[config.mk]
export PLATFORM = sky130hd
export DESIGN_NAME = pwm_capture
export DESIGN_NICKNAME = d
export VERILOG_FILES = /design/src/rtl/pwm_capture.sv
export SDC_FILE = /design/constraint.sdc
export NUM_CORES = 1
export LEC_CHECK = 0
export BUFFER_PORTS_ARGS = -buffer_cell sky130_fd_sc_hd__buf_2
export CAP_MARGIN = 10
export CORE_MARGIN = 1.5
export CORE_UTILIZATION = 25
export DETAILED_ROUTE_END_ITERATION = 10
export PLACE_DENSITY = 0.43
export SYNTH_ARGS = -nofsm -noshare
export SYNTH_HDL_FRONTEND = slang
export SYNTH_SLANG_ARGS = --single-unit
[constraint.sdc]
create_clock -name clock -period 2.6 [get_ports clock]
set_input_delay 0.52 -clock clock [delete_from_list [all_inputs] [get_ports clock]]
set_output_delay 0.52 -clock clock [all_outputs]
set_load 0.05 [all_outputs]
[src/rtl/pwm_capture.sv]
// Single-channel PWM capture: synchronizes and deglitches pwm_in, then measures period and
// high time in timebase ticks and hands each measurement out on a valid/ready register.
module pwm_capture #(
  parameter int unsigned COUNTER_WIDTH = 16,
  parameter int unsigned FILTER_LENGTH = 4
) (
  input  logic                     clock,
  input  logic                     reset,
  input  logic                     enable,
  input  logic                     timebase,
  input  logic                     pwm_in,
  output logic                     m_valid,
  input  logic                     m_ready,
  output logic [COUNTER_WIDTH-1:0] m_period,
  output logic [COUNTER_WIDTH-1:0] m_high,
  output logic                     timeout,
  output logic                     overrun,
  output logic                     filtered_level
);

  typedef enum logic [1:0] {StIdle, StArm, StHigh, StLow} state_e;

  localparam logic [7:0]               FiltLast = 8'(FILTER_LENGTH - 1);
  localparam logic [COUNTER_WIDTH-1:0] CntMax   = '1;

  state_e                   state_q, state_d;
  logic [1:0]               sync_q;
  logic                     filt_q, filt_prev_q;
  logic [7:0]               fcnt_q;
  logic [COUNTER_WIDTH-1:0] cnt_q, cnt_d;
  logic [COUNTER_WIDTH-1:0] high_q, high_d;
  logic [COUNTER_WIDTH-1:0] period_out_q, high_out_q;
  logic                     valid_q, overrun_q, timeout_q, en_prev_q;
  logic                     emit, timeout_d;
  logic                     rise, fall, overflow;
  logic [COUNTER_WIDTH-1:0] tick, cnt_inc;

  // Synchronizer plus glitch filter: the level follows only after FILTER_LENGTH stable cycles.
  always_ff @(posedge clock or posedge reset) begin
    if (reset) begin
      sync_q      <= '0;
      filt_q      <= 1'b0;
      filt_prev_q <= 1'b0;
      fcnt_q      <= '0;
    end else begin
      sync_q      <= {sync_q[0], pwm_in};
      filt_prev_q <= filt_q;
      if (sync_q[1] != filt_q) begin
        if (fcnt_q == FiltLast) begin
          filt_q <= sync_q[1];
          fcnt_q <= '0;
        end else begin
          fcnt_q <= fcnt_q + 8'd1;
        end
      end else begin
        fcnt_q <= '0;
      end
    end
  end

  assign rise     = filt_q & ~filt_prev_q;
  assign fall     = ~filt_q & filt_prev_q;
  assign tick     = {{(COUNTER_WIDTH - 1){1'b0}}, timebase};
  assign cnt_inc  = cnt_q + tick;
  assign overflow = (cnt_q == CntMax) && timebase;

  always_comb begin
    state_d   = state_q;
    cnt_d     = cnt_q;
    high_d    = high_q;
    emit      = 1'b0;
    timeout_d = 1'b0;
    if (!enable) begin
      state_d = StIdle;
      cnt_d   = '0;
    end else begin
      unique case (state_q)
        StIdle: begin
          cnt_d   = '0;
          state_d = StArm;
        end
        StArm: begin
          cnt_d = '0;
          if (rise) begin
            cnt_d   = tick;
            state_d = StHigh;
          end
        end
        StHigh, StLow: begin
          // Overflow outranks any edge seen on the same cycle.
          if (overflow) begin
            timeout_d = 1'b1;
            cnt_d     = '0;
            state_d   = StArm;
          end else if (state_q == StHigh && fall) begin
            high_d  = cnt_q;
            cnt_d   = cnt_inc;
            state_d = StLow;
          end else if (state_q == StLow && rise) begin
            emit    = 1'b1;
            cnt_d   = tick;
            state_d = StHigh;
          end else begin
            cnt_d = cnt_inc;
          end
        end
        default: state_d = StIdle;
      endcase
    end
  end

  always_ff @(posedge clock or posedge reset) begin
    if (reset) begin
      state_q <= StIdle;
      cnt_q   <= '0;
      high_q  <= '0;
    end else begin
      state_q <= state_d;
      cnt_q   <= cnt_d;
      high_q  <= high_d;
    end
  end

  always_ff @(posedge clock or posedge reset) begin
    if (reset) begin
      valid_q      <= 1'b0;
      overrun_q    <= 1'b0;
      timeout_q    <= 1'b0;
      en_prev_q    <= 1'b0;
      period_out_q <= '0;
      high_out_q   <= '0;
    end else begin
      timeout_q <= timeout_d;
      en_prev_q <= enable;
      if (enable && !en_prev_q) begin
        overrun_q <= 1'b0;
      end
      if (emit) begin
        period_out_q <= cnt_q;
        high_out_q   <= high_q;
        valid_q      <= 1'b1;
        if (valid_q && !m_ready) begin
          overrun_q <= 1'b1;
        end
      end else if (valid_q && m_ready) begin
        valid_q <= 1'b0;
      end
    end
  end

  assign m_valid        = valid_q;
  assign m_period       = period_out_q;
  assign m_high         = high_out_q;
  assign timeout        = timeout_q;
  assign overrun        = overrun_q;
  assign filtered_level = filt_q;

endmodule

; ---- Yosys cells after proc, flatten, opt, wreduce, memory -nomap -nowiden
; Index checks and enable logic that the tools add are counted.
[totals]
elab_cells = 69
output_inout_bits = 36
input_bits = 6
ff_bits = 82
[classes]
reduce_logical = 14
bitwise_logic = 5
addsub = 2
eq_ne = 8
n_mux = 27
[ops]
columns = operator, count
row1 = 16-bit 2-to-1 mux, 4
row2 = 16-bit case mux with 3 select lines, 1
row3 = 16-bit by 1-bit adder with 16-bit output, 1
row4 = "16-bit equality test, second input constant", 1
row5 = 8-bit 2-to-1 mux, 2
row6 = 1-bit 2-to-1 mux, 14
row7 = 2-bit 2-to-1 mux, 5
row8 = "8-bit by 1-bit adder with 8-bit output, second input constant", 1
row9 = "8-bit by 2-bit equality test with 1-bit output, second input constant", 1
row10 = 1-bit logical AND, 6
row11 = 2-bit case mux with 3 select lines, 1
row12 = "5-bit inequality test, second input constant", 1
row13 = "2-bit equality test, second input constant", 2
row14 = 2-bit AND reduction, 2
row15 = 4-bit AND reduction, 1
row16 = "3-bit inequality test, second input constant", 1
row17 = 1-bit NOT, 3
row18 = 1-bit bitwise AND, 2
row19 = "2-bit by 1-bit equality test with 1-bit output, second input constant", 1
row20 = 1-bit logical NOT, 2
row21 = 2-bit logical NOT, 1
row22 = 2-bit nonzero test, 1
row23 = 2-bit OR reduction, 1
row24 = 1-bit inequality test, 1

; ---- Longest topological paths before layout
; Gate-level depths: netlist (run 1).
[depth]
depth_word = 9
ltp_mapped = 7

; ---- Worst setup path before layout (run 1)
; No wires, ideal clock.
[synth_timing]
path_type = register -> register
startpoint = register filt_q, in the netlist filtered_level
endpoint = register high_out_q[10], in the netlist m_high[10]
period_less_slack_ps = 2077
slack_ps = 523
path_buffers = 1
t_required_ps = 2475
arrival_time_ps = 1953
stages_incl_launch_ff = 6
cell_sequence = dfrtp_1 > and3b_1 > nand3_1 > a21oi_4 > buf_6 > mux2_2
[synth_between]
elab_chain_cells = 7
word_cells_on_any_way = 10
cone_classes = mux (5) / bitwise (3) / reduce/logical (2)
[synth_lines]
columns = element, line_no
row1 = from (decl), 28  ; logic filt_q, filt_prev_q;
row2 = from (signal assigned), 50  ; filt_q <= sync_q[1];
row3 = 1-bit bitwise AND or 1-bit NOT (tied branches), "61, 62"
row4 = 1-bit logical AND or 1-bit bitwise AND (tied branches), "99, 62"
row5 = 1-bit 2-to-1 mux or 1-bit logical AND (tied branches), "99, 95"
row6 = 1-bit 2-to-1 mux (*), 95  ; end else if (state_q == StHigh && fall) begin
row7 = 1-bit 2-to-1 mux (*), 91  ; if (overflow) begin
row8 = 1-bit 2-to-1 mux (*), 77  ; unique case (state_q)
row9 = 1-bit 2-to-1 mux (*), 73  ; if (!enable) begin
row10 = to (signal assigned), 140  ; high_out_q <= high_q;
row11 = to (decl), 32  ; logic [COUNTER_WIDTH-1:0] period_out_q, high_out_q;
; Mark *: on every way between the ends. The rest lies on a longest branch, timed or not.
; A chain may end at the register's enable or synchronous reset.

; ---- Worst setup path after layout (run 1)
[layout_timing]
startpoint = register cnt_q[14]
endpoint = register high_out_q[3], in the netlist m_high[3]
[layout_between]
elab_chain_cells = 5
[layout_lines]
columns = element, line_no
row1 = from (decl), 30  ; logic [COUNTER_WIDTH-1:0] cnt_q, cnt_d;
row2 = from (signal assigned), 119  ; cnt_q <= cnt_d;
row3 = 16-bit equality test, 65  ; assign overflow = (cnt_q == CntMax) && timebase;
row4 = 1-bit logical AND, 65
row5 = 1-bit 2-to-1 mux, 91
row6 = 1-bit 2-to-1 mux, 77
row7 = 1-bit 2-to-1 mux, 73
; No other way between the ends.

==> metrics.csv, run 1 <==
metric;value;unit
PwrDens;699;nW/µm²
xor-xnor portion of the synthesized cell area;5.45;%
Routability Congestion;0.739;
reg2reg path depth;5;
# DRC;0;
n_diodes;0;
I/O pin total;42;
FF-to-FF Start;cnt_q[14];
Worst IR Drop VDD;317;µV
global-route wire length before repair;12.4;mm
Post-synth EDFFs;0;
Setup Fix Bufs, Post-CTS;0;
Max-Cap Viols;0;
R2R setup slack;0.40;ns
Netlist cell types;40;
Synth Flop Type;dfrtp_1;
post-CTS resize count;0;
Iter 0 DRT Violations;78;
Mean Syn Cell Area;13.2;µm²
smallest setup slack after layout;0.398;ns
layout cells sized above 1;37.2;%
Max Buffers Root-to-Sink;2;
RR Endpoint;m_high[3];
filler cell count;1395;
synthesized flop and latch total;82;
Worst Setup Start Kind;register;
NumNets Final;329;
H-Tree Depth;3;
post-synth top area cell;dfrtp_1;
Syn. warnings;0;
Worst-Margin Slew;0.574;ns
final worst-path cycle share;84.7;%
# setup viols final;0;
total power;3.01;mW
IO Port Bufs;41;
Highest Clock Rate;454;MHz
DP Worst Slack;0.374;ns
most frequent cells after synthesis;dfrtp_1 (82), mux2_2 (34), nor2_1 (25);
CTS tree;built;
antenna violations before repair;0;
crit-path max FO;14;
Worst Path Arrival;2.41;ns
pin count of the biggest net entering global routing;40;
Clock Latency Late Sink;0.33;ns
Synth top area share;58.0;%
Synth Area in Simple Gates;12.9;%
type of the most critical hold path;in -> async;
DR pass1 iterations;4;
most common cell in the netlist;dfrtp_1;
CTS root buf;clkbuf_16;
routed vias;2215;
Sink Count;82;
layout overhead on the synthesized area;21.8;%
Synth area leaders;dfrtp_1 (58%), mux2_2 (11%), mux2_4 (4.7%);
FFs w/ async S/R, synth;100;%
Starting Density;25.6;%
wire per inst;14.7;µm
Post-Route WL;7.43;mm
total track usage;11.0;%
Reg clk slew, reported paths;0.06;ns
Leak;2.08;nW
grt total ovfl;0;
die area;14900;µm²
post-route setup TNS;0;ns
final clock skew;0.00988;ns
multiplexer share of the synthesized area;16.1;%
status;finished, final reports clean;
cts-stage hold buffer count;0;
sequential area share after synthesis;58.0;%
DIE WIDTH;122;µm
worst hold slack;0.230;ns
Mapped Cells;267;
Worst setup EP type;register;
Post-Syn Area;3540;µm²
largest family of logic cells by synthesized area;multiplexers;
dpl cells;489;
Num CTS Buffers;9;
final hold violations;0;
Non-Filler Instances;505;
Setup Crit Path Kind;reg -> reg;
adder-cell share of the synthesized area;1.06;%
worst rel slew slack;61.7;%
Worst EP required;2.81;ns
die span in y;122;µm
Final min period;2.20;ns
vias in the first global route;2282;
Final Max Slew Viols;0;
RSZ-0062 raised after global routing;false;
complex-gate fraction of the synthesized area;3.50;%
Site Rows;43;
syn_nets;276;
Vias/cell;4.39;
Core Region;13800;µm²
dpl hpwl;5.14;mm
ANT nets after route;0;
flip-flops by register name (all words and copies together), names as in the netlist:
| name | flops |
|---|---|
| fcnt_q | 8 |
| filtered_level | 1 |
| overrun | 1 |
| timeout | 1 |
| m_valid | 1 |
| state_q | 2 |
| high_q | 16 |
| sync_q | 2 |
| m_high | 16 |
| en_prev_q | 1 |
| filt_prev_q | 1 |
| cnt_q | 16 |
| m_period | 16 |
cells by family after synthesis:
| family | after synthesis |
|---|---|
| XOR/XNOR | 22 |
| AO/OA/AOI/OAI | 14 |
| buffers and inverters | 16 |
| AND/OR/NAND/NOR | 83 |
| multiplexers | 47 |
| adder cells (fa/ha/maj) | 3 |
| flip-flops | 82 |
critical path, cell delays in order (launching register included):
cell and delay, ns:
dfrtp_1 0.46, and4_1 0.25, and3_1 0.26, a21oi_4 0.51
buf_4 0.26, mux2_2 0.33
cells in the final DEF (no fill, tap or decap), drive strengths merged:
| cell | count |
|---|---|
| a211o | 1 |
| a311oi | 1 |
| and4 | 3 |
| nand2b | 1 |
| nor2 | 26 |
| inv | 4 |
| clkinv | 4 |
| o21ai | 3 |
| dfrtp | 82 |
| nand3b | 1 |
| nand4 | 7 |
| clkinvlp | 1 |
| and2 | 3 |
| and3 | 5 |
| o22a | 2 |
| ha | 3 |
| xnor2 | 12 |
| xor2 | 10 |
| a21o | 1 |
| a31oi | 3 |
| a32o | 1 |
| and3b | 1 |
| nor4 | 9 |
| mux2 | 45 |
| nor3 | 3 |
| nor4b | 1 |
| nand2 | 9 |
| mux2i | 2 |
| clkbuf | 11 |
| bufinv | 1 |
| a21oi | 1 |
| nand3 | 14 |
| buf | 53 |
| o31ai | 1 |
power breakdown:
| part | leakage, nW | internal, mW | switching [mW] |
|---|---|---|---|
| clock network | 0.149 | 0.767 | 0.493 |
| logic | 0.803 | 0.116 | 0.230 |
| registers | 1.13 | 1.34 | 0.0655 |
layer usage:
layer / part of all wire [%] / global-route usage, %
met1: 49 / 15.4
met2: 44 / 15.9
met3: 4.6 / 2.90
met5: 0 / 0
met4: 1.7 / 4.49
stage by stage:
stage	instance area, µm²	utilization, %
2_1_floorplan	3540	-
3_3_place_gp	4010	29.0
3_5_place_dp	4010	29.0
4_1_cts	4310	31.1
5_1_grt	4310	31.1
6_report	4310	31.1
how the worst max path moves through the flow:
stage | start | cells past startpoint | endpoint | slack (ns)
floorplan | filtered_level | 5 | m_high[10] | 0.52
global placement | cnt_q[13] | 5 | m_high[1] | 0.45
detailed placement | enable | 5 | m_high[15] | 0.37
CTS | cnt_q[14] | 5 | m_high[15] | 0.37
global route | filt_prev_q | 5 | m_high[3] | 0.25
finish | cnt_q[14] | 5 | m_high[3] | 0.40
layout make-up:
| type | count | area (µm²) | area share [%] |
|---|---|---|---|
| well taps | 180 | 225 | 5.23 |
| inverters | 5 | 22.5 | 0.523 |
| flip-flops and latches | 82 | 2050 | 47.6 |
| repair buffers | 53 | 333 | 7.73 |
| clock inverters | 5 | 53.8 | 1.25 |
| clock buffers | 11 | 243 | 5.64 |
| multi-input cells | 169 | 1380 | 32.0 |
(Power assumes the default switching activity.)
==> run 2, diff against run 1 <==
==> constraint.sdc (replaced) <==
create_clock -name clock -period 1.9 [get_ports clock]
set_input_delay 0.38 -clock clock [delete_from_list [all_inputs] [get_ports clock]]
set_output_delay 0.38 -clock clock [all_outputs]
set_load 0.05 [all_outputs]
==> run 2 against run 1 <==
  * Global-route usage up 0.29 points
  * Sequential cell count unchanged
  * Worst setup slack worse by 0.29 ns
  * Clock-buffer cell count up 1
  * Cell count up 3.2%
  * Sequential power up 38%
  * Largest power group unchanged
  * Sequential share of layout area down 1.6 points
==> metrics.csv, run 2 (synthesis results as in run 1) <==
metric;value;unit
Worst Path Arrival;2.00;ns
n_diodes;0;
post-route setup TNS;0;ns
Iter 0 DRT Violations;134;
commonest non-fill, non-tap cells in the layout;dfrtp_1 (81), buf_2 (41), mux2_2 (34);
CTS tree;built;
Setup Crit Path Kind;reg -> reg;
final worst-path cycle share;94.3;%
GRT Max-Usage Layer;met2;
# DRC;0;
IO Port Bufs;41;
ANT nets after route;0;
Leak;2.18;nW
Sink Count;82;
Final Max Slew Viols;0;
DIE WIDTH;122;µm
final clock skew;0.00762;ns
Core Region;13800;µm²
Gate power share;10.9;%
commonest non-fill, non-tap cell in the layout;dfrtp_1;
Net Switching;1.08;mW
Worst IR Drop VDD;517;µV
RSZ-0062 raised after global routing;false;
Final min period;1.79;ns
final hold violations;0;
NumNets Final;345;
die area;14900;µm²
global-route wire length before repair;12.6;mm
Post-Route WL;7.68;mm
wire per inst;14.7;µm
Num CTS Buffers;9;
worst hold slack;0.152;ns
Worst EP required;2.11;ns
status;finished, final reports clean;
H-Tree Depth;3;
I/O pin total;42;
grt total ovfl;0;
cts-stage hold buffer count;0;
CTS root buf;clkbuf_16;
DR pass1 iterations;4;
Setup Fix Bufs, Post-CTS;0;
vias in the first global route;2263;
Max Buffers Root-to-Sink;2;
Highest Clock Rate;558;MHz
crit-path max FO;10;
grt met2 use;17.3;%
post-CTS resize count;0;
dpl hpwl;5.18;mm
routed vias;2274;
# setup viols final;0;
Vias/cell;4.36;
Worst-Margin Slew;0.466;ns
total track usage;11.3;%
Routability Congestion;0.709;
global-route met1 utilization;15.5;%
layout overhead on the synthesized area;26.2;%
Net Sw Frac;25.1;%
die span in y;122;µm
Max-Cap Viols;0;
type of the most critical hold path;in -> reg;
Worst setup EP type;register;
antenna violations before repair;0;
layout cells sized above 1;40.5;%
Site Rows;43;
Flop pwr share;44.9;%
Clock Latency Late Sink;0.33;ns
Starting Density;25.6;%
Worst Setup Start Kind;register;
PwrDens;964;nW/µm²
clock power share;44.2;%
met3 Track Usage GR;2.43;%
worst rel slew slack;68.6;%
Reg clk slew, reported paths;0.06;ns
Power Internal;3.22;mW
pin count of the biggest net entering global routing;83;
## run 2: changes by cell type in the layout (fill, tap and decap cells not counted)
cell | before | now
buf_4 | 9 | 25
clkinv_2 | 3 | 1
bufinv_16 | 1 | 2
clkbuf_8 | 1 | 2
dfrtp_1 | 82 | 81
dfrtp_2 | 0 | 1
## run 2: through the flow
stage	utilization (%)	area [µm²]	cells	worst slack, ns	power, mW
after floorplan	-	3540	267	0.0252	2.28
after global placement	29.9	4130	505	0.0933	2.44
after detailed placement	29.9	4130	505	0.0669	2.45
after CTS	32.3	4460	521	0.0821	4.39
after global routing	32.3	4460	521	0.0171	4.50
final	32.3	4460	521	0.109	4.30
## run 2: layout make-up
| cell class | instances | area, µm² |
|---|---|---|
| clock buffers | 12 | 256 |
| clock inverters | 4 | 73.8 |
| fillers | 1385 | 9370 |
| inverters | 5 | 22.5 |
| multi-input cells | 169 | 1380 |
| flip-flops and latches | 82 | 2050 |
| well taps | 180 | 225 |
| repair buffers | 69 | 453 |
## run 2: path summary, 6_finish.rpt
check                                  to  cells after the start  slack, ns        from
min in group asynchronous       sync_q[0]                      3       0.16       reset
worst min-delay path            sync_q[0]                      1       0.15      pwm_in
worst max register to register  high_q[0]                      5       0.11  state_q[1]
worst max-delay path            high_q[0]                      5       0.11  state_q[1]
max in group asynchronous       m_high[6]                      3       1.39       reset
worst min register to register  sync_q[1]                      0       0.35   sync_q[0]
## run 2: routing by layer
| layer | wire [µm] | share of wire (%) | up-vias |
|---|---|---|---|
| met1 | 3700 | 48 | 1133 |
| met3 | 263 | 3.4 | 6 |
| met4 | 117 | 1.5 | 0 |
| li1 | - | - | 1087 |
| met2 | 3600 | 47 | 48 |
| met5 | 0 | 0 | - |
## run 2: power groups by stage
stage          Sequential [mW]  Clock (mW)  Combinational [mW]
2_1_floorplan             2.06           0               0.223
3_3_place_gp              1.97           0               0.474
3_5_place_dp              1.97           0               0.480
4_1_cts                   1.93        1.97               0.481
5_1_grt                   1.95        2.03               0.517
6_report                  1.93        1.90               0.471
## run 2: worst max-delay path, cell delays in order, from the launching register on
cell and delay [ns]:
dfrtp_1 0.46, nand2_2 0.14, nor4b_4 0.40, o31ai_4 0.13, buf_4 0.23, mux2_4 0.31
==> run 3, diff against run 2 <==
--- a/config.mk
+++ b/config.mk
@@ -7,10 +7,10 @@
 export LEC_CHECK = 0
 export BUFFER_PORTS_ARGS = -buffer_cell sky130_fd_sc_hd__buf_2
 export CAP_MARGIN = 10
-export CORE_MARGIN = 1.5
 export CORE_UTILIZATION = 25
 export DETAILED_ROUTE_END_ITERATION = 10
 export PLACE_DENSITY = 0.43
+export RECOVER_POWER = 25
 export SYNTH_ARGS = -nofsm -noshare
 export SYNTH_HDL_FRONTEND = slang
 export SYNTH_SLANG_ARGS = --single-unit
==> run 3 against run 2 <==
  * First-iteration DRC count down 31%
  * Clock power about the same
  * Largest cell class unchanged
  * Via count is 1.1% lower
  * Global-route usage rose by 0.19 points
  * Clock skew is 0.00068 ns lower
  * Sequential share of layout area hardly changed
  * Critical path type unchanged
==> metrics.csv, run 3 (synthesis results as in run 1) <==
metric;value;unit
IO Port Bufs;41;
Worst Path Arrival;1.99;ns
cts-stage hold buffer count;0;
total track usage;11.5;%
layout overhead on the synthesized area;26.1;%
DIE WIDTH;121;µm
final hold violations;0;
status;finished, final reports clean;
global-route wire length before repair;12.5;mm
I/O pin total;42;
DR pass1 iterations;4;
commonest non-fill, non-tap cell in the layout;dfrtp_1;
Worst IR Drop VDD;410;µV
Flop pwr share;44.7;%
die area;14600;µm²
filler cell count;1408;
Worst-Margin Slew;1.13;ns
routed vias;2249;
vias in the first global route;2313;
smallest setup slack after layout;0.140;ns
Worst EP required;2.13;ns
Routability Congestion;0.739;
# DRC;0;
Setup Crit Path Kind;reg -> reg;
area of the multi-input gates;1380;µm²
Starting Density;25.6;%
Reg clk slew, reported paths;0.06;ns
Power Internal;3.20;mW
RSZ-0062 raised after global routing;false;
layout cells sized above 1;39.9;%
Highest Clock Rate;568;MHz
Num CTS Buffers;9;
Vias/cell;4.32;
CTS root buf;clkbuf_16;
final clock skew;0.00694;ns
type of the most critical hold path;in -> reg;
wire per inst;14.3;µm
Clock Latency Late Sink;0.34;ns
Worst Setup Start Kind;register;
DP Worst Slack;0.0996;ns
clock power share;44.1;%
Post-Route WL;7.44;mm
commonest non-fill, non-tap cells in the layout;dfrtp_1 (81), buf_2 (39), mux2_2 (34);
H-Tree Depth;3;
NumNets Final;345;
crit-path max FO;20;
Max-Cap Viols;0;
# setup viols final;0;
CP startpoint;filt_prev_q;
antenna violations before repair;0;
Iter 0 DRT Violations;92;
Core Region;13800;µm²
Net Switching;1.11;mW
worst rel slew slack;25.0;%
Gate power share;11.2;%
post-CTS resize count;0;
Final min period;1.76;ns
Worst setup EP type;register;
PwrDens;968;nW/µm²
FF-to-FF Start;filt_prev_q;
Leak;2.17;nW
Site Rows;43;
n_diodes;0;
Net Sw Frac;25.8;%
Max Buffers Root-to-Sink;2;
ANT nets after route;0;
Sink Count;82;
Hold Crit Start;pwm_in;
grt total ovfl;0;
Sequential cell area;2050;µm²
Setup Fix Bufs, Post-CTS;0;
dpl hpwl;5.09;mm
final worst-path cycle share;92.6;%
Final Max Slew Viols;0;
CTS tree;built;
die span in y;121;µm
post-route setup TNS;0;ns
pin count of the biggest net entering global routing;83;
-- run 3: final timing paths --
check | endpoint | depth (start not counted) | slack, ns
min | sync_q[0] | 1 | 0.15
max | m_period[7] | 5 | 0.14
min in group asynchronous | sync_q[0] | 3 | 0.45
max in group asynchronous | filtered_level | 3 | 0.70
max reg2reg | m_period[7] | 5 | 0.14
min reg2reg | sync_q[1] | 0 | 0.35
-- run 3: metrics by stage --
step | hold WS, ns | utilization (%) | instances | total power, mW | cell area, µm²
after floorplan | 0.331 | - | 267 | 2.28 | 3540
after global placement | 0.337 | 30.0 | 505 | 2.46 | 4140
after detailed placement | 0.339 | 30.0 | 505 | 2.46 | 4140
after CTS | 0.140 | 32.4 | 521 | 4.40 | 4470
after global routing | 0.136 | 32.2 | 521 | 4.53 | 4460
final | 0.151 | 32.2 | 521 | 4.31 | 4460
-- run 3: final cells by class --
type / count / area share, %
Clock buffer: 11 / 5.44
Clock inverter: 5 / 1.94
Inverter: 5 / 0.505
Multi-Input combinational cell: 169 / 30.9
Sequential cell: 82 / 46.1
Tap cell: 180 / 5.05
Timing Repair Buffer: 69 / 10.1
-- run 3: critical path, cell delays in order (launching register included) --
cell,delay (ns)
dfrtp_1,0.42
and3b_1,0.28
nand3_1,0.16
a21oi_4,0.23
buf_12,0.20
mux2_2,0.35
-- run 3: power groups by stage --
stage	Combinational, mW	Sequential (mW)	Clock, mW
final	0.483	1.93	1.90
after global placement	0.497	1.96	0
after global routing	0.534	1.94	2.05
after CTS	0.501	1.93	1.97
after floorplan	0.223	2.06	0
after detailed placement	0.497	1.96	0
-- run 3: routing by layer --
metal / wire length, µm / global-route usage, % / vias to the layer above
met5: 0 / 0 / -
met3: 248 / 2.82 / 11
met2: 3470 / 17.4 / 36
li1: - / - / 1089
met1: 3560 / 15.2 / 1113
met4: 163 / 5.56 / 0
